===== config.mk =====
export PLATFORM = sky130hd
export DESIGN_NAME = three_bit_comparator
export DESIGN_NICKNAME = d
export VERILOG_FILES = /design/src/rtl/three_bit_comparator.sv
export SDC_FILE = /design/constraint.sdc
export NUM_CORES = 1
export LEC_CHECK = 0
export CAP_MARGIN = 20
export CORE_AREA = 4 4 41 43
export CTS_BUF_LIST = sky130_fd_sc_hd__clkbuf_8
export DETAILED_ROUTE_END_ITERATION = 10
export DIE_AREA = 0 0 45 47
export PLACE_DENSITY = 0.48
export SLEW_MARGIN = 15
export SYNTH_ARGS = -nofsm -noshare
export SYNTH_HDL_FRONTEND = slang
export SYNTH_SLANG_ARGS = --single-unit

===== constraint.sdc =====
create_clock -name clk -period 1.1 [get_ports clk]
set_input_delay 0.33 -clock clk [delete_from_list [all_inputs] [get_ports clk]]
set_output_delay 0.33 -clock clk [all_outputs]
set_load 0.02 [all_outputs]

===== src/rtl/three_bit_comparator.sv =====
// rtl/three_bit_comparator.sv - registered magnitude comparator with optional result statistics
//
// Purpose: samples A and B when in_valid is high and registers a one-hot
// GT/LT/EQ result one cycle later, flagged by out_valid. Signed or unsigned
// compare is chosen by SIGNED.
//
// Optional feature macro: THREE_BIT_COMPARATOR_STATS_EN
//   defined   -> adds clr_cnt input and saturating gt_cnt/lt_cnt/eq_cnt outputs
//   undefined -> those ports and the counter logic are absent
//
// Parameters:
//   WIDTH  operand width, 1..32
//   SIGNED 0 = unsigned compare, 1 = two's-complement compare
//   CNT_W  width of each statistics counter
//
// Ports:
//   clk        clock, rising edge
//   rst_n      asynchronous active-low reset
//   in_valid   A/B are sampled this cycle
//   A, B       operands
//   GT, LT, EQ registered one-hot result
//   out_valid  result was updated by the previous cycle's sample
//   clr_cnt    synchronous counter clear (stats build only)
//   gt_cnt, lt_cnt, eq_cnt  result counters (stats build only)

module three_bit_comparator #(
  parameter int WIDTH  = 3,
  parameter int SIGNED = 0,
  parameter int CNT_W  = 8
) (
  input  logic             clk,
  input  logic             rst_n,
  input  logic             in_valid,
  input  logic [WIDTH-1:0] A,
  input  logic [WIDTH-1:0] B,
  output logic             GT,
  output logic             LT,
  output logic             EQ,
`ifdef THREE_BIT_COMPARATOR_STATS_EN
  input  logic             clr_cnt,
  output logic [CNT_W-1:0] gt_cnt,
  output logic [CNT_W-1:0] lt_cnt,
  output logic [CNT_W-1:0] eq_cnt,
`endif
  output logic             out_valid
);

  logic gt_c;
  logic lt_c;
  logic eq_c;

  // Compare on the raw operands; the signed branch reinterprets the MSB as sign.
  always_comb begin
    gt_c = 1'b0;
    lt_c = 1'b0;
    eq_c = (A == B);
    if (SIGNED != 0) begin
      gt_c = ($signed(A) > $signed(B));
      lt_c = ($signed(A) < $signed(B));
    end else begin
      gt_c = (A > B);
      lt_c = (A < B);
    end
  end

  // Reset value is the result for A == B == 0 so the outputs stay one-hot.
  always_ff @(posedge clk or negedge rst_n) begin
    if (!rst_n) begin
      GT        <= 1'b0;
      LT        <= 1'b0;
      EQ        <= 1'b1;
      out_valid <= 1'b0;
    end else begin
      out_valid <= in_valid;
      if (in_valid) begin
        GT <= gt_c;
        LT <= lt_c;
        EQ <= eq_c;
      end
    end
  end

`ifdef THREE_BIT_COMPARATOR_STATS_EN
  localparam logic [CNT_W-1:0] CNT_MAX = {CNT_W{1'b1}};
  localparam logic [CNT_W-1:0] CNT_ONE = CNT_W'(1);

  // Clear has priority over a coincident sample; counters saturate at all-ones.
  always_ff @(posedge clk or negedge rst_n) begin
    if (!rst_n) begin
      gt_cnt <= '0;
      lt_cnt <= '0;
      eq_cnt <= '0;
    end else if (clr_cnt) begin
      gt_cnt <= '0;
      lt_cnt <= '0;
      eq_cnt <= '0;
    end else if (in_valid) begin
      if (gt_c && (gt_cnt != CNT_MAX)) gt_cnt <= gt_cnt + CNT_ONE;
      if (lt_c && (lt_cnt != CNT_MAX)) lt_cnt <= lt_cnt + CNT_ONE;
      if (eq_c && (eq_cnt != CNT_MAX)) eq_cnt <= eq_cnt + CNT_ONE;
    end
  end
`endif

endmodule


## After elaboration in Yosys (flattened, before gate mapping)

Index checks and enable logic that the tools add are counted.

- Order comparisons: 2
- Equal/unequal tests: 1

Operators with widths:

| cell | number |
|---|---|
| $eq A3 B3 Y1 | 1 |
| $gt A3 B3 Y1 | 1 |
| $lt A3 B3 Y1 | 1 |

- Logic and storage cells: 7
- Output and inout bits: 4
- Register bits: 4
- Bits of input ports: 9

## Depth between registers and ports, before layout

Gate-level depths: netlist (run 1).

- Depth after elaboration: 1
- Gate-level depth with buffers: 5
- Mapped depth without buffers: 5

## Worst setup path before layout (run 1)

Ideal clock, no wire load.

- Path kind: input to register
- From: input port B[2]
- To: register GT
- Setup time: 0.121 ns
- Buffers on the path: 0
- Setup slack: 0.012 ns
- Arrival: 0.968 ns
- Required time: 0.979 ns
- Stages on the path: 5
- Cell sequence: inv_1 ha_1 nand2_1 o2111ai_2 o211a_1

- Longest elaborated chain between the ends: 1

RTL lines:

| item | line | text |
|---|---|---|
| start, declared | 35 | `input logic [WIDTH-1:0] B,` |
| $gt A3 B3 Y1 | 61 | `gt_c = (A > B);` |
| end signal, assigned | 76 | `GT <= gt_c;` |
| end, declared | 36 | `output logic GT,` |

Every way passes these cells.
A chain may end at the register's enable or synchronous reset.

## Final worst setup path (run 1)

- From: register EQ
- To: output port EQ

RTL lines:

| item | line | text |
|---|---|---|
| start, declared | 38 | `output logic EQ,` |
| start signal, assigned | 78 | `EQ <= eq_c;` |

No word-level cell between the ends.

==> impl_metrics.ini, run 1 <==
[outcome]
status = finished with violations
violations = negative setup slack

[critical_path]
cp_num_buf_inv = 1
cp_cell_sequence = buf_6
cp-end-kind = primary output
worstPathRequired_ps = 770
r2r-end = EQ$_DFFE_PN1P_
crit_path_max_fanout = 2
crit_family = flip-flops
reg2reg_from = EQ$_DFFE_PN1P_
crit_type = reg2out
cp-start-kind = register
slowest_delay_ps = 530
crit_path_top_delay_cell = dfstp_2
arrival_ps = 860
r2r_slack_ps = 310
worst-r2r-cell-count = 2
worst-path-stages = 1

[sta]
setup_violations = 1
finalCritPeriodShare = 1.078
fmax_ghz = 0.8435
final.setup.tns_ps = -85.52
tightest_slew_ps = 207.7
fin_skew_ps = 0
grt_setup_unrepaired = true
fin_crit_ps = 1186
slew_headroom = 0.8611
drv_slew = 0
final_hold_viol_count = 0
setup_slack_ps = -85.52
fin_hold_ws_ps = 321.3

[cells_and_area]
drive_gt1_frac = 0.4865
fin_util = 0.3058
syn2layout_area_growth_pct = 89.29
stdcell_area_um2 = 397.9
diodes = 0
nNetsFinal = 50

[floorplan]
row_count = 13
ios = 13
die_y_um = 47
die_w_um = 45
initial_core_util = 0.1615
dieArea_mm2 = 0.002115
coreArea_mm2 = 0.001301

[route]
wl_met2_um = 314
top_layer_used = met4
routed_wl_um = 643
vias = 210
via_per_inst = 4.038
wl_per_cell_um = 12.37
met3WireLength_um = 94
drt_drc_violations_left = 0
met1_length_um = 219
ant_nets = 0
drtIter0Drc = 0
dr.pass1.iters = 1

[cts]
cts_setup_buffers = 0
clkLatencyLatePin_ps = 210
clk_pin_slew_worst_paths_ps = 40
cts_hold_buf = 0
cts_tree = done
clock_sinks = 4
clockRootBuffer = clkbuf_8
cts_buffer_depth = 2
h-tree-depth = 1
numCtsBuffers = 3

[global_routing]
track_usage = 0.07838
grt_max_degree = 5
grt_pass1_vias = 275
grt_overflow_total = 0
grt_pass1_wl_mm = 1.104
antenna_found_initial = 0

[placement]
portBuffers = 12
place.gp.congestion = 0.7491
hpwl_um = 487.3
placed_area_um2 = 356.6

[synthesis]
synth_area_leaders = dfrtp_1 (36%), ha_1 (18%), dfstp_2 (13%)
syn_inst = 20
ys_ff_latch = 4
ys_seq_area_frac = 0.4821
syn_area_per_cell_um2 = 10.51
syn-num-nets = 32
synth_top_cell_by_area = dfrtp_1
synth_cell_types = 9
yosysTopAreaCellShare = 0.3571
syn-cell-area_um2 = 210.2
yosys_warnings = 0

[power_and_ir_drop]
pwr-share-clk = 0.512
powerDensity_mw_per_mm2 = 1567
power.internal_mw = 0.4684
pwr-share-comb = 0.202
seqPwrFrac = 0.285
swShare = 0.2490
netSwitchingPower_mw = 0.1553
max-vdd-ir-drop_mv = 0.6666
leakagePower_nw = 0.1979

[hold_path]
min_path_type = in2async

[run]
drv_cap = 0
## stage by stage
stage               power [mW]  setup WS, ps  instances
floorplan               0.2294         11.79         20
global placement        0.3033        -507.2         48
detailed placement      0.3081        -543.6         48
CTS                     0.6260        -96.39         52
global route            0.6568        -107.3         52
finish                  0.6236        -85.52         52
## cell type report
cell class / count / area (um^2)
Fill cell: 152 / 903.4
Inverter: 6 / 22.52
Clock inverter: 1 / 3.754
Timing Repair Buffer: 13 / 96.34
Multi-Input combinational cell: 10 / 113.9
Sequential cell: 4 / 101.3
Clock buffer: 3 / 41.29
Tap cell: 15 / 18.77
## kinds of logic (layout without fill, tap and decap cells)
| logic type | after synthesis | after routing | synth area share |
|---|---|---|---|
| buffers and inverters | 6 | 23 | 0.1071 |
| adders and majority gates | 3 | 3 | 0.1786 |
| DFF | 4 | 4 | 0.4822 |
| AOI/OAI and AO/OA | 4 | 4 | 0.1666 |
| and+or+nand+nor | 3 | 3 | 0.06551 |
## layout by cell type, fill, tap and decap left out
cell type,n
inv_1,6
buf_2,5
dfrtp_1,3
clkbuf_8,3
dlygate4sd2_1,3
ha_4,2
buf_6,2
dfstp_2,1
nand2_2,1
nand2_1,1
o2111ai_2,1
nand4_1,1
o211a_1,1
o21ai_1,1
o21ai_0,1
inv_2,1
ha_1,1
clkbuf_2,1
clkdlybuf4s50_1,1
buf_4,1
## state kept, by name, summed over array words and instances, names as in the netlist
name / cells
EQ: 1
GT: 1
LT: 1
out_valid: 1
## layer usage
metal	vias to the layer above	GRT usage
met5	-	0
met4	0	0.08772
met3	2	0.03448
met2	15	0.1384
met1	94	0.05950
li1	99	-
## synth_stat cells (all sizes together)
master,n
dfrtp,3
dfstp,1
ha,3
inv,6
nand2,2
nand4,1
o2111ai,1
o211a,1
o21ai,2
## how the worst max path moves through the flow
stage | to | from | slack (ps)
floorplan | GT$_DFFE_PN0P_ | B[2] | 10
global placement | LT$_DFFE_PN0P_ | B[2] | -510
detailed placement | GT$_DFFE_PN0P_ | B[2] | -540
CTS | EQ | EQ$_DFFE_PN1P_ | -100
global route | EQ | EQ$_DFFE_PN1P_ | -110
finish | EQ | EQ$_DFFE_PN1P_ | -90
## power groups by stage
stage	Combinational (mW)	Sequential, mW	Clock, mW
global placement	0.127	0.176	0
CTS	0.121	0.177	0.327
finish	0.126	0.178	0.320
floorplan	0.0326	0.197	0
global route	0.141	0.180	0.336
detailed placement	0.131	0.177	0
## timing repair
item,in CTS,in global routing
resized for setup,36,6
pin swaps,7,4
endpoints found under the setup margin,7,4
No activity file was read; power rests on OpenSTA's default activity.
==> inputs of run 2 (changes only) <==
Settings changed: CTS_BUF_LIST sky130_fd_sc_hd__clkbuf_8 to sky130_fd_sc_hd__clkbuf_2.
==> impl_metrics.ini, run 2 (same netlist as run 1, synthesis figures left out) <==
[floorplan]
row_count = 13
die_w_um = 45
coreArea_mm2 = 0.001301
ios = 13
initial_core_util = 0.1615
dieArea_mm2 = 0.002115
die_y_um = 47

[power_and_ir_drop]
powerDensity_mw_per_mm2 = 1232
leakagePower_nw = 0.1874
power_mw = 0.4595
swShare = 0.2912
seqPwrFrac = 0.386
max-vdd-ir-drop_mv = 0.4523
netSwitchingPower_mw = 0.1338
pwr-share-clk = 0.341
pwr-share-comb = 0.274
power.internal_mw = 0.3257

[sta]
finalCritPeriodShare = 1.062
final_hold_viol_count = 0
tightest_slew_ps = 188.9
fmax_ghz = 0.8557
fin_hold_ws_ps = 320.2
setup_violations = 1
grt_setup_unrepaired = true
drv_slew = 0
fin_crit_ps = 1169
setup_slack_ps = -68.62
slew_headroom = 0.8736
fin_skew_ps = 0

[global_routing]
grt_pass1_vias = 278
track_usage = 0.07437
grt_max_degree = 5
grt_overflow_total = 0
grt_pass1_wl_mm = 1.097
antenna_found_initial = 0

[cts]
clock_sinks = 4
h-tree-depth = 1
clk_pin_slew_worst_paths_ps = 60
clockRootBuffer = clkbuf_2
cts_tree = done
numCtsBuffers = 3
cts_buffer_depth = 2
clkLatencyLatePin_ps = 190

[cells_and_area]
drive_gt1_frac = 0.5135
ff_latch_area_um2 = 101.3
nFillCells = 155
syn2layout_area_growth_pct = 77.38
final_common_cell = buf_2
nNetsFinal = 50
multi_input_comb_area_um2 = 113.9
layoutNonFillerInstCount = 52
fin_util = 0.2865
diodes = 0
layout_common_cells = buf_2 (6), inv_1 (5), clkbuf_2 (4)

[critical_path]
cp_num_buf_inv = 1
slowest_delay_ps = 530
worstPathRequired_ps = 770
crit_family = flip-flops
r2r_slack_ps = 310
arrival_ps = 840
cp-start-kind = register
cp-end-kind = primary output
crit_path_top_delay_cell = dfstp_2
crit_path_max_fanout = 2
worst-r2r-cell-count = 2
cp_cell_sequence = buf_6
crit_type = reg2out
worst-path-stages = 1

[route]
via_per_inst = 3.962
ant_nets = 0
dr.pass1.iters = 1
vias = 206
drt_drc_violations_left = 0
wl_per_cell_um = 11.58
routed_wl_um = 602
drtIter0Drc = 0

[outcome]
violations = negative setup slack
status = finished with violations

[placement]
hpwl_um = 487.3
portBuffers = 12
place.gp.congestion = 0.7491
dp_cells = 48

[run]
drv_cap = 0

[hold_path]
min_path_type = in2async
==> run 2: final timing paths <==
path,start,end
max in group asynchronous,rst_n,EQ$_DFFE_PN1P_
min in group clk,EQ$_DFFE_PN1P_,EQ$_DFFE_PN1P_
worst min-delay path,rst_n,out_valid$_DFF_PN0_
worst max register to register,EQ$_DFFE_PN1P_,EQ$_DFFE_PN1P_
worst min register to register,EQ$_DFFE_PN1P_,EQ$_DFFE_PN1P_
worst max-delay path,EQ$_DFFE_PN1P_,EQ
==> run 2: layer usage <==
metal	wire length [um]	vias up	part of all wire	global-route usage
li1	-	99	-	-
met2	298	13	0.50	0.1271
met1	214	94	0.36	0.06393
met5	0	-	0	0
met3	89	0	0.15	0.03448
met4	0	0	0	0.07018
==> run 2: per-stage QoR <==
stage	cell area [um^2]	TNS, ps	setup slack [ps]
after global placement	356.6	-2141	-507.2
after floorplan	210.2	0	11.79
final	372.9	-68.62	-68.62
after detailed placement	356.6	-2277	-543.6
after global routing	372.9	-109.3	-105.1
after CTS	379.1	-87.60	-87.60
==> run 2: layout make-up <==
class / instances / area share
multi-input combinational: 10 / 0.3054
sequential: 4 / 0.2718
timing repair buffer: 13 / 0.2584
inverter: 6 / 0.06040
clock buffer: 4 / 0.05369
tap: 15 / 0.05034
==> run 2: power groups by stage <==
| stage | sequential, mW | clock, mW | combinational [mW] |
|---|---|---|---|
| final | 0.177 | 0.157 | 0.126 |
| after global routing | 0.179 | 0.173 | 0.140 |
| after CTS | 0.176 | 0.165 | 0.124 |
| after detailed placement | 0.177 | 0 | 0.131 |
| after global placement | 0.176 | 0 | 0.127 |
| after floorplan | 0.197 | 0 | 0.0326 |
==> run 2: what timing repair did <==
item / CTS / global route
endpoints found under the hold margin: 0 / 0
setup endpoints to repair: 7 / 4
buffers inserted: 0 / 0
pin swaps: 7 / 4
resized for setup: 38 / 5
hold buffers: 0 / 0
